### src/rtl/ula_operand_loader_pkg.sv
// Shared definitions for the ULA operand loader.
// Holds the FSM state encoding and the default widths.
package ula_operand_loader_pkg;

   localparam int WIDTH_DEF = 8;
   localparam int OPW_DEF   = 3;
   localparam int CNTW_DEF  = 4;

   // 2'd3 is unreachable and decodes to ST_WAIT_A.
   typedef enum logic [1:0] {
      ST_WAIT_A = 2'd0,
      ST_WAIT_B = 2'd1,
      ST_VALID  = 2'd2
   } state_t;

endpackage

### src/rtl/ula_operand_loader_rise_detect.sv
// Rising-edge detector for the load strobe.
// Ports: clk, rst_n (async low), d (level), rise (1-clk pulse).
module ula_operand_loader_rise_detect (
   input  logic clk,
   input  logic rst_n,
   input  logic d,
   output logic rise
);

   logic d_q;

   always_ff @(posedge clk or negedge rst_n) begin
      if (!rst_n) d_q <= 1'b0;
      else        d_q <= d;
   end

   assign rise = d & ~d_q;

endmodule

### src/rtl/ula_operand_loader.sv
// ULA operand loader: captures A, then B + opcode,
// from one shared bus; hands the set out via valid/ready.
// Ports: clk, rst_n (async low), clear_in (sync abort),
//   load_in, data_in, opcode_in -> operand_a, operand_b,
//   opcode, mux_sel, out_valid/out_ready, busy, op_count.
// Option: LOAD_EDGE_EN loads on the rising edge of
//   load_in only; otherwise load_in acts as a level.
module ula_operand_loader
   import ula_operand_loader_pkg::*;
#(
   parameter int WIDTH = WIDTH_DEF,
   parameter int OPW   = OPW_DEF,
   parameter int CNTW  = CNTW_DEF
) (
   input  logic             clk,
   input  logic             rst_n,
   input  logic             clear_in,
   input  logic             load_in,
   input  logic [WIDTH-1:0] data_in,
   input  logic [OPW-1:0]   opcode_in,
   output logic [WIDTH-1:0] operand_a,
   output logic [WIDTH-1:0] operand_b,
   output logic [OPW-1:0]   opcode,
   output logic             mux_sel,
   output logic             out_valid,
   input  logic             out_ready,
   output logic             busy,
   output logic [CNTW-1:0]  op_count
);

   state_t state;
   state_t state_d;
   logic   ld;
   logic   cap_a;
   logic   cap_b;
   logic   hs;

`ifdef LOAD_EDGE_EN
   // Edge history updates every cycle, clear included.
   ula_operand_loader_rise_detect u_rise (
      .clk   (clk),
      .rst_n (rst_n),
      .d     (load_in),
      .rise  (ld)
   );
`else
   assign ld = load_in;
`endif

   always_comb begin
      state_d = ST_WAIT_A;
      cap_a   = 1'b0;
      cap_b   = 1'b0;
      hs      = 1'b0;
      case (state)
         ST_WAIT_A: begin
            if (ld) begin
               cap_a   = 1'b1;
               state_d = ST_WAIT_B;
            end else begin
               state_d = ST_WAIT_A;
            end
         end
         ST_WAIT_B: begin
            if (ld) begin
               cap_b   = 1'b1;
               state_d = ST_VALID;
            end else begin
               state_d = ST_WAIT_B;
            end
         end
         ST_VALID: begin
            // ld is dropped here, even alongside a handshake.
            if (out_ready) begin
               hs      = 1'b1;
               state_d = ST_WAIT_A;
            end else begin
               state_d = ST_VALID;
            end
         end
         default: state_d = ST_WAIT_A;
      endcase
      // Abort wins over loads and the handshake.
      if (clear_in) begin
         state_d = ST_WAIT_A;
         cap_a   = 1'b0;
         cap_b   = 1'b0;
         hs      = 1'b0;
      end
   end

   always_ff @(posedge clk or negedge rst_n) begin
      if (!rst_n) begin
         state     <= ST_WAIT_A;
         operand_a <= '0;
         operand_b <= '0;
         opcode    <= '0;
         mux_sel   <= 1'b0;
         out_valid <= 1'b0;
         busy      <= 1'b0;
         op_count  <= '0;
      end else begin
         state     <= state_d;
         // Flags are registered from next state so
         // they line up with the state register.
         out_valid <= (state_d == ST_VALID);
         mux_sel   <= (state_d == ST_VALID);
         busy      <= (state_d != ST_WAIT_A);
         if (cap_a) operand_a <= data_in;
         if (cap_b) begin
            operand_b <= data_in;
            opcode    <= opcode_in;
         end
         if (hs) op_count <= op_count + CNTW'(1);
      end
   end

endmodule
### config.mk
export PLATFORM = sky130hd
export DESIGN_NAME = ula_operand_loader
export DESIGN_NICKNAME = d
export VERILOG_FILES = /design/src/rtl/ula_operand_loader_pkg.sv /design/src/rtl/ula_operand_loader_rise_detect.sv /design/src/rtl/ula_operand_loader.sv
export SDC_FILE = /design/constraint.sdc
export NUM_CORES = 1
export LEC_CHECK = 0
export BUFFER_PORTS_ARGS = -buffer_cell sky130_fd_sc_hd__buf_2
export CORE_MARGIN = 3
export CORE_UTILIZATION = 30
export DETAILED_ROUTE_END_ITERATION = 10
export PLACE_DENSITY = 0.53
export SLEW_MARGIN = 30
export SYNTH_ARGS = -nofsm -noshare
export SYNTH_HDL_FRONTEND = slang
export SYNTH_SLANG_ARGS = --single-unit
export TNS_END_PERCENT = 20
### constraint.sdc
create_clock -name clk -period 1.6 [get_ports clk]
set_clock_uncertainty 0.05 [all_clocks]
set_input_delay 0.08 -clock clk [delete_from_list [all_inputs] [get_ports clk]]
set_output_delay 0.08 -clock clk [all_outputs]
set_load 0.02 [all_outputs]
# Yosys cells after proc, flatten, opt, wreduce, memory -nomap -nowiden
# Index checks and enable logic that the tools add are counted.
[totals] romBits=0 word_cells=26 memories=0 ramBits=0 register_bits=27 latchBits=0 input_bits=16
[op_classes] n_eq_ne=3 div_mod_pow=0 reduce_logical=2 shift=0 multipliers=0 magnitude_cmp=0 muxes=13 addsub=1 bitwise=0
[ops] op="$mux 1" count=9
[ops] op="$mux 2" count=3
[ops] op="$pmux 2 s3" count=1
[ops] op="$add 4x1->4 const B" count=1
[ops] op="$eq 2x2->1 const B" count=2
[ops] op="$eq 2x1->1 const B" count=1
[ops] op="$logic_not 2->1" count=1
[ops] op="$reduce_bool 2->1" count=1

# Logic depth before layout (Yosys ltp)
# Gate-level depths: netlist of run 1.
[logic_depth] word_depth=4 mapped_depth=4

# Worst setup path after synthesis of run 1
# Ideal clock, no wire load.
[synth_timing] path_type="reg2reg" from="reg state[1]" to="reg operand_a[0]" path_slack_ns=0.130 setup_time_ns=0.125 stages_incl_launch_ff=3 arrival_ns=1.295 required_ns=1.425 cell_sequence="dfrtp_1 nor4b_4 mux2_2"
[synth_between] elab_chain_cells=3
[synth_lines] item="start, declared" line="ula_operand_loader.sv:31" rtl="state_t state;"
[synth_lines] item="start signal, assigned" line="ula_operand_loader.sv:103" rtl="state <= state_d;"
[synth_lines] item="$logic_not 2->1" line="ula_operand_loader.sv:55" rtl="case (state)"
[synth_lines] item="$mux 1" line="ula_operand_loader.sv:55"
[synth_lines] item="$mux 1" line="ula_operand_loader.sv:84" rtl="if (clear_in) begin"
[synth_lines] item="end signal, assigned" line="ula_operand_loader.sv:109" rtl="if (cap_a) operand_a <= data_in;"
[synth_lines] item="end, declared" line="ula_operand_loader.sv:21" rtl="output logic [WIDTH-1:0] operand_a,"
# No other way between the ends.
# A chain may end at the register's enable or synchronous reset.

# Final worst setup path of run 1
# Ends and elaborated chain as after synthesis.

==> results.md, run 1 <==
* Global-route wire length before repair at around 3700 um
* Routed WL at between 2000 and 2500 um
* Via-per-instance ratio at between 4 and 5
* Combinational family with the most area after synthesis: multiplexers
* Post-Synth XOR/XNOR Area at between 3 and 4%
* Remaining antenna violation count at 0
* Data arrival, critical path at 1.65 ns
* Inst Count DP at roughly 160
* Via count at approximately 750
* ANT cells at 0
* FP Rows at 21
* Run status: complete, no violations
* Htree depth at 1
* RSZ-0062 raised after global routing: no
* Initial Util at 31.6%
* Worst slew pin tran at ~0.6 ns
* Drt drc at 0
* Compound-Gate Fraction of Synth Area at approximately 1.9%
* Core Footprint at between 3000 and 4000 um2
* CP Class: flip-flop to flip-flop
* Fmax at between 600 and 700 MHz
* I/O Pins at 42
* Max VDD drop at 0.484 mV
* Synth Warn # at 0
* Adder-cell share of the synthesized area at under 10%
* 1st-iter DRT viols at 29
* Root buffer cell: clkbuf_4
* Post-CTS sizing at 0
* Worst Path Required at 1.78 ns
* Mux cell area share after synthesis at 21.1%
* Nets at 146
* Post-Syn Area at roughly 1100 um2
* Max Cap Viol at 0
* Startpoint types: flip-flop
* Post-CTS setup buffer count at 0
* Final setup vio count at 0
* Reg2Reg Depth at 3
* Initial antenna violation count at 0
* Post-Synth Simple-Gate Area at ~7.6%
* Layout Area Growth over Synthesis at 41.6%
* Cells after synthesis at 68
* Yosys cell types at 18
* PD cells at roughly 1300 nW/um2
* Post-Syn Area per Cell at between 15 and 20 um2
* Seq/Total Area, Yosys at 63.2%
* Mapped Nets at 85
* Post-DP HPWL at about 1500 um
* Vias in the first global route at about 830
* Final number of max-transition violations at 0
* Hold Path Class: input pin to async pin
* Detailed Routing Iterations Pass 1 at 4
* Period utilization at ~90%
* Avg WL per Cell at 12.2 um
* Die boundary height at between 60 and 70 um
* Setup TNS at 0 ns
* Largest net degree at the start of global routing at 28
* Final Wtd Congestion at between 0.6 and 0.7
* Grt total ovfl at 0
* Post-Layout Cell Count at 174
* CTS max path bufs at 2
* CP Max Fanout at 8
* TritonCTS Sinks at 27
* Synthesized flop and latch total at 27
* Hold buffer count at cts at 15
* Clk slew on worst S/H paths at 0.15 ns
* Relative slew slack at around three fifths
* Leak at 0.728 nW
* Clk_lat worst skew at about 0.32 ns
* Die Wd at 65.7 um
* Final Hold Viols at 0
* CTS tree: done
* TritonCTS buffer count at 3
* # port buffers at 41
* Tmin final at approximately 1.5 ns
* Worst Setup End Kind: flip-flop
* Die area at ~4300 um2
* GRT Util Overall at between 10 and 15%
* Fraction of layout cells with a size suffix above 1 at between 50% and 60%
==> worst max-delay path: stages, from the launching register on <==
cell	delay, ns
dfrtp_1	0.49
nor4b_4	0.29
buf_4	0.20
mux2_2	0.34
==> final timing paths <==
| kind | from | to | slack (ns) |
|---|---|---|---|
| max | state[1] | operand_a[0] | 0.14 |
| min | rst_n | out_valid | 0.22 |
| max reg2reg | state[1] | operand_a[0] | 0.14 |
| min reg2reg | op_count[3] | op_count[3] | 0.43 |
| max in group asynchronous | rst_n | state[1] | 0.89 |
| min in group clk | op_count[3] | op_count[3] | 0.43 |
==> registers in the layout, summed over array words and instances (netlist names) <==
name       flops
operand_a      8
operand_b      8
op_count       4
opcode         3
state          2
busy           1
out_valid      1
==> cell usage after synthesis <==
cell type  count  area share [%]
a21oi_1        1            0.47
and4bb_2       1             1.2
buf_2          1            0.47
buf_4          2             1.4
dfrtp_1       27              63
ha_1           1             1.2
mux2_2        20              21
nand2_1        2            0.70
nand4_1        1            0.59
nor2_1         2            0.70
nor3_1         1            0.47
nor3_2         1            0.94
nor4b_4        1             2.2
o21a_1         1            0.70
o21bai_1       1            0.70
or3b_2         1            0.82
xnor2_1        3             2.5
xor2_1         1            0.82
==> metrics by stage <==
step                      util [%]  total power, mW  setup WS [ns]  instance area (um2)  hold slack (ns)
after floorplan                  -             1.38          0.130                 1070           -0.266
after global placement        39.4             1.62          0.177                 1340           0.0743
after detailed placement      39.4             1.63          0.135                 1340           0.0851
after CTS                     44.7             1.98          0.124                 1520            0.246
after global routing          44.7             2.07         0.0377                 1520            0.284
final                         44.7             1.94          0.137                 1520            0.223
==> cells in the final DEF, fill, tap and decap left out, drive strengths merged, types with 2 or more instances in the layout <==
| cell type | Yosys | layout |
|---|---|---|
| nand2 | 2 | 2 |
| mux2 | 20 | 20 |
| dlygate4sd3 | 0 | 15 |
| xnor2 | 3 | 3 |
| buf | 3 | 44 |
| nor3 | 2 | 2 |
| nor2 | 2 | 2 |
| dfrtp | 27 | 27 |
| clkbuf | 0 | 3 |
==> metal layers <==
layer | global-route usage (%) | up-vias | wire (um)
met5 | 0 | - | 0
met4 | 5.44 | 0 | 0
met1 | 14.6 | 364 | 964
met3 | 1.54 | 0 | 107
met2 | 18.8 | 23 | 1060
li1 | - | 359 | -
==> report_power, final <==
group	leakage (nW)	internal (mW)	switching, mW	total (mW)
clock network	0.0139	0.0956	0.210	0.306
logic	0.381	0.302	0.375	0.677
registers	0.333	0.857	0.102	0.958
==> layout make-up <==
| class | instances | area [um2] |
|---|---|---|
| Fill cell | 335 | 1870 |
| Clock inverter | 1 | 7.51 |
| Sequential cell | 27 | 676 |
| Tap cell | 46 | 57.6 |
| Multi-Input combinational cell | 38 | 374 |
| Timing Repair Buffer | 59 | 378 |
| Clock buffer | 3 | 22.5 |
==> logic make-up after synthesis <==
family                     count (synthesis)
adders and majority gates                  1
and+or+nand+nor                           10
DFF                                       27
muxes                                     20
xor gates and xnor gates                   4
buffers and inverters                      3
AOI/OAI and AO/OA                          3
Power figures use the tool's default switching activity.
==> inputs of run 2 (changes only) <==
--- a/config.mk
+++ b/config.mk
@@ -9,7 +9,9 @@
 export CORE_MARGIN = 3
 export CORE_UTILIZATION = 30
 export DETAILED_ROUTE_END_ITERATION = 10
+export MAX_ROUTING_LAYER = met4
 export PLACE_DENSITY = 0.53
+export RECOVER_POWER = 100
 export SLEW_MARGIN = 30
 export SYNTH_ARGS = -nofsm -noshare
 export SYNTH_HDL_FRONTEND = slang
==> run 2 against run 1 <==
- clock power about the same
- maximum frequency about the same
- wire length increased by 1.1%
- critical path type unchanged
- largest cell class unchanged
- highest routed layer unchanged
==> results.md, run 2 (synthesis results as in run 1) <==
* Final Wtd Congestion at 0.655
* Initial antenna violation count at 0
* Die boundary height at roughly 66 um
* CP Max Fanout at 8
* Period utilization at between 90% and 100%
* Setup TNS at 0 ns
* Fillcell total at 350
* Tmin final at ~1.5 ns
* 1st-iter DRT viols at 34
* Setup WS post-layout at about 0.14 ns
* FP Rows at 21
* Drt drc at 0
* Root buffer cell: clkbuf_4
* Htree depth at 1
* Post-DP HPWL at 1520 um
* Avg WL per Cell at 12.4 um
* Final setup vio count at 0
* Most frequent cells in the layout: dfrtp_1, clkbuf_1, mux2_2
* Max Cap Viol at 0
* Largest net degree at the start of global routing at 28
* Layout Area Growth over Synthesis at 38.6%
* DP Area at roughly 1300 um2
* Critical path startpoint: state[1]
* Final total power at about 1.9 mW
* Via count at about 740
* Top Registers: operand_a x8, operand_b x8, op_count x4
* Global-route wire length before repair at between 3000 and 4000 um
* Remaining antenna violation count at 0
* Data arrival, critical path at between 1.5 and 2 ns
* # port buffers at 41
* Commonest non-fill, non-tap cell in the layout: dfrtp_1
* TritonCTS buffer count at 3
* CTS max path bufs at 2
* Worst Setup End Kind: flip-flop
* Max VDD drop at 0.467 mV
* Fmax at between 600 and 700 MHz
* Detailed Routing Iterations Pass 1 at 4
* Die Wd at around 66 um
* PD cells at approximately 1300 nW/um2
* GRT Util Overall at 11.7%
* Clk_lat worst skew at between 0.3 and 0.4 ns
* Worst Path Required at 1.78 ns
* Via-per-instance ratio at about 4.3
* Startpoint types: flip-flop
* Core Footprint at roughly 3400 um2
* Final number of max-transition violations at 0
* TritonCTS Sinks at 27
* Hold Path Class: input pin to async pin
* Reg2reg start: state[1]
* Post-layout util at 43.7%
* Fraction of layout cells with a size suffix above 1 at 35.2%
* Clk slew on worst S/H paths at roughly 0.15 ns
* Initial Util at 31.6%
* Worst slew pin tran at ~0.67 ns
* Die area at around 4300 um2
* Pre-CTS setup slack at 0.135 ns
* Final Hold Viols at 0
* ANT cells at 0
* CP Class: flip-flop to flip-flop
* Post-CTS sizing at 0
* RSZ-0062 raised after global routing: no
* Grt total ovfl at 0
* Relative slew slack at a little under three fifths
* Run status: complete, no violations
* Vias in the first global route at ~830
* CTS tree: done
* Leak at between 0.6 and 0.7 nW
* Final instance area at roughly 1500 um2
* I/O Pins at 42
* Routed WL at 2150 um
* Nets at between 100 and 150
[run 2: changes by cell type in the layout (fill, tap and decap cells not counted), sizes merged]
cell / delta
buf: -27
clkbuf: +27
[run 2: repair_timing]
action,4_1_cts,5_1_grt
setup buffers,0,0
endpoints found under the hold margin,50,0
hold buffers,15,0
[run 2: routing by layer]
layer,wire length [um],global-route usage [%]
met5,0,-
met3,116,1.54
met4,0,5.44
met1,974,14.6
met2,1060,18.8
[run 2: stage by stage]
step / cells / hold slack [ns]
floorplan: 68 / -0.266
global placement: 155 / 0.0743
detailed placement: 155 / 0.0851
CTS: 174 / 0.246
global route: 174 / 0.315
finish: 174 / 0.248
[run 2: power breakdown]
group | internal (mW) | total (mW) | leakage (nW) | switching [mW]
clock | 0.0956 | 0.307 | 0.0139 | 0.211
combinational | 0.253 | 0.628 | 0.301 | 0.376
sequential | 0.857 | 0.964 | 0.333 | 0.107
[run 2: final cells by class]
| cell class | count | area [um2] | area share (%) |
|---|---|---|---|
| tap | 46 | 57.6 | 3.88 |
| multi-input combinational | 38 | 374 | 25.2 |
| clock buffer | 3 | 22.5 | 1.52 |
| sequential | 27 | 676 | 45.6 |
| timing repair buffer | 59 | 345 | 23.3 |
| clock inverter | 1 | 7.51 | 0.506 |
[run 2: critical path, cell delays in order (launching register included)]
cell	delay, ns
dfrtp_1	0.50
nor4b_4	0.29
buf_4	0.20
mux2_2	0.34
[run 2: path summary, 6_finish.rpt]
check	endpoint	slack, ns	cells past startpoint
max in group asynchronous	state[1]	0.83	2
worst min-delay path	operand_b[3]	0.25	2
worst max-delay path	operand_a[0]	0.14	3
worst max register to register	operand_a[0]	0.14	3
min in group clk	op_count[3]	0.43	1
worst min register to register	op_count[3]	0.43	1
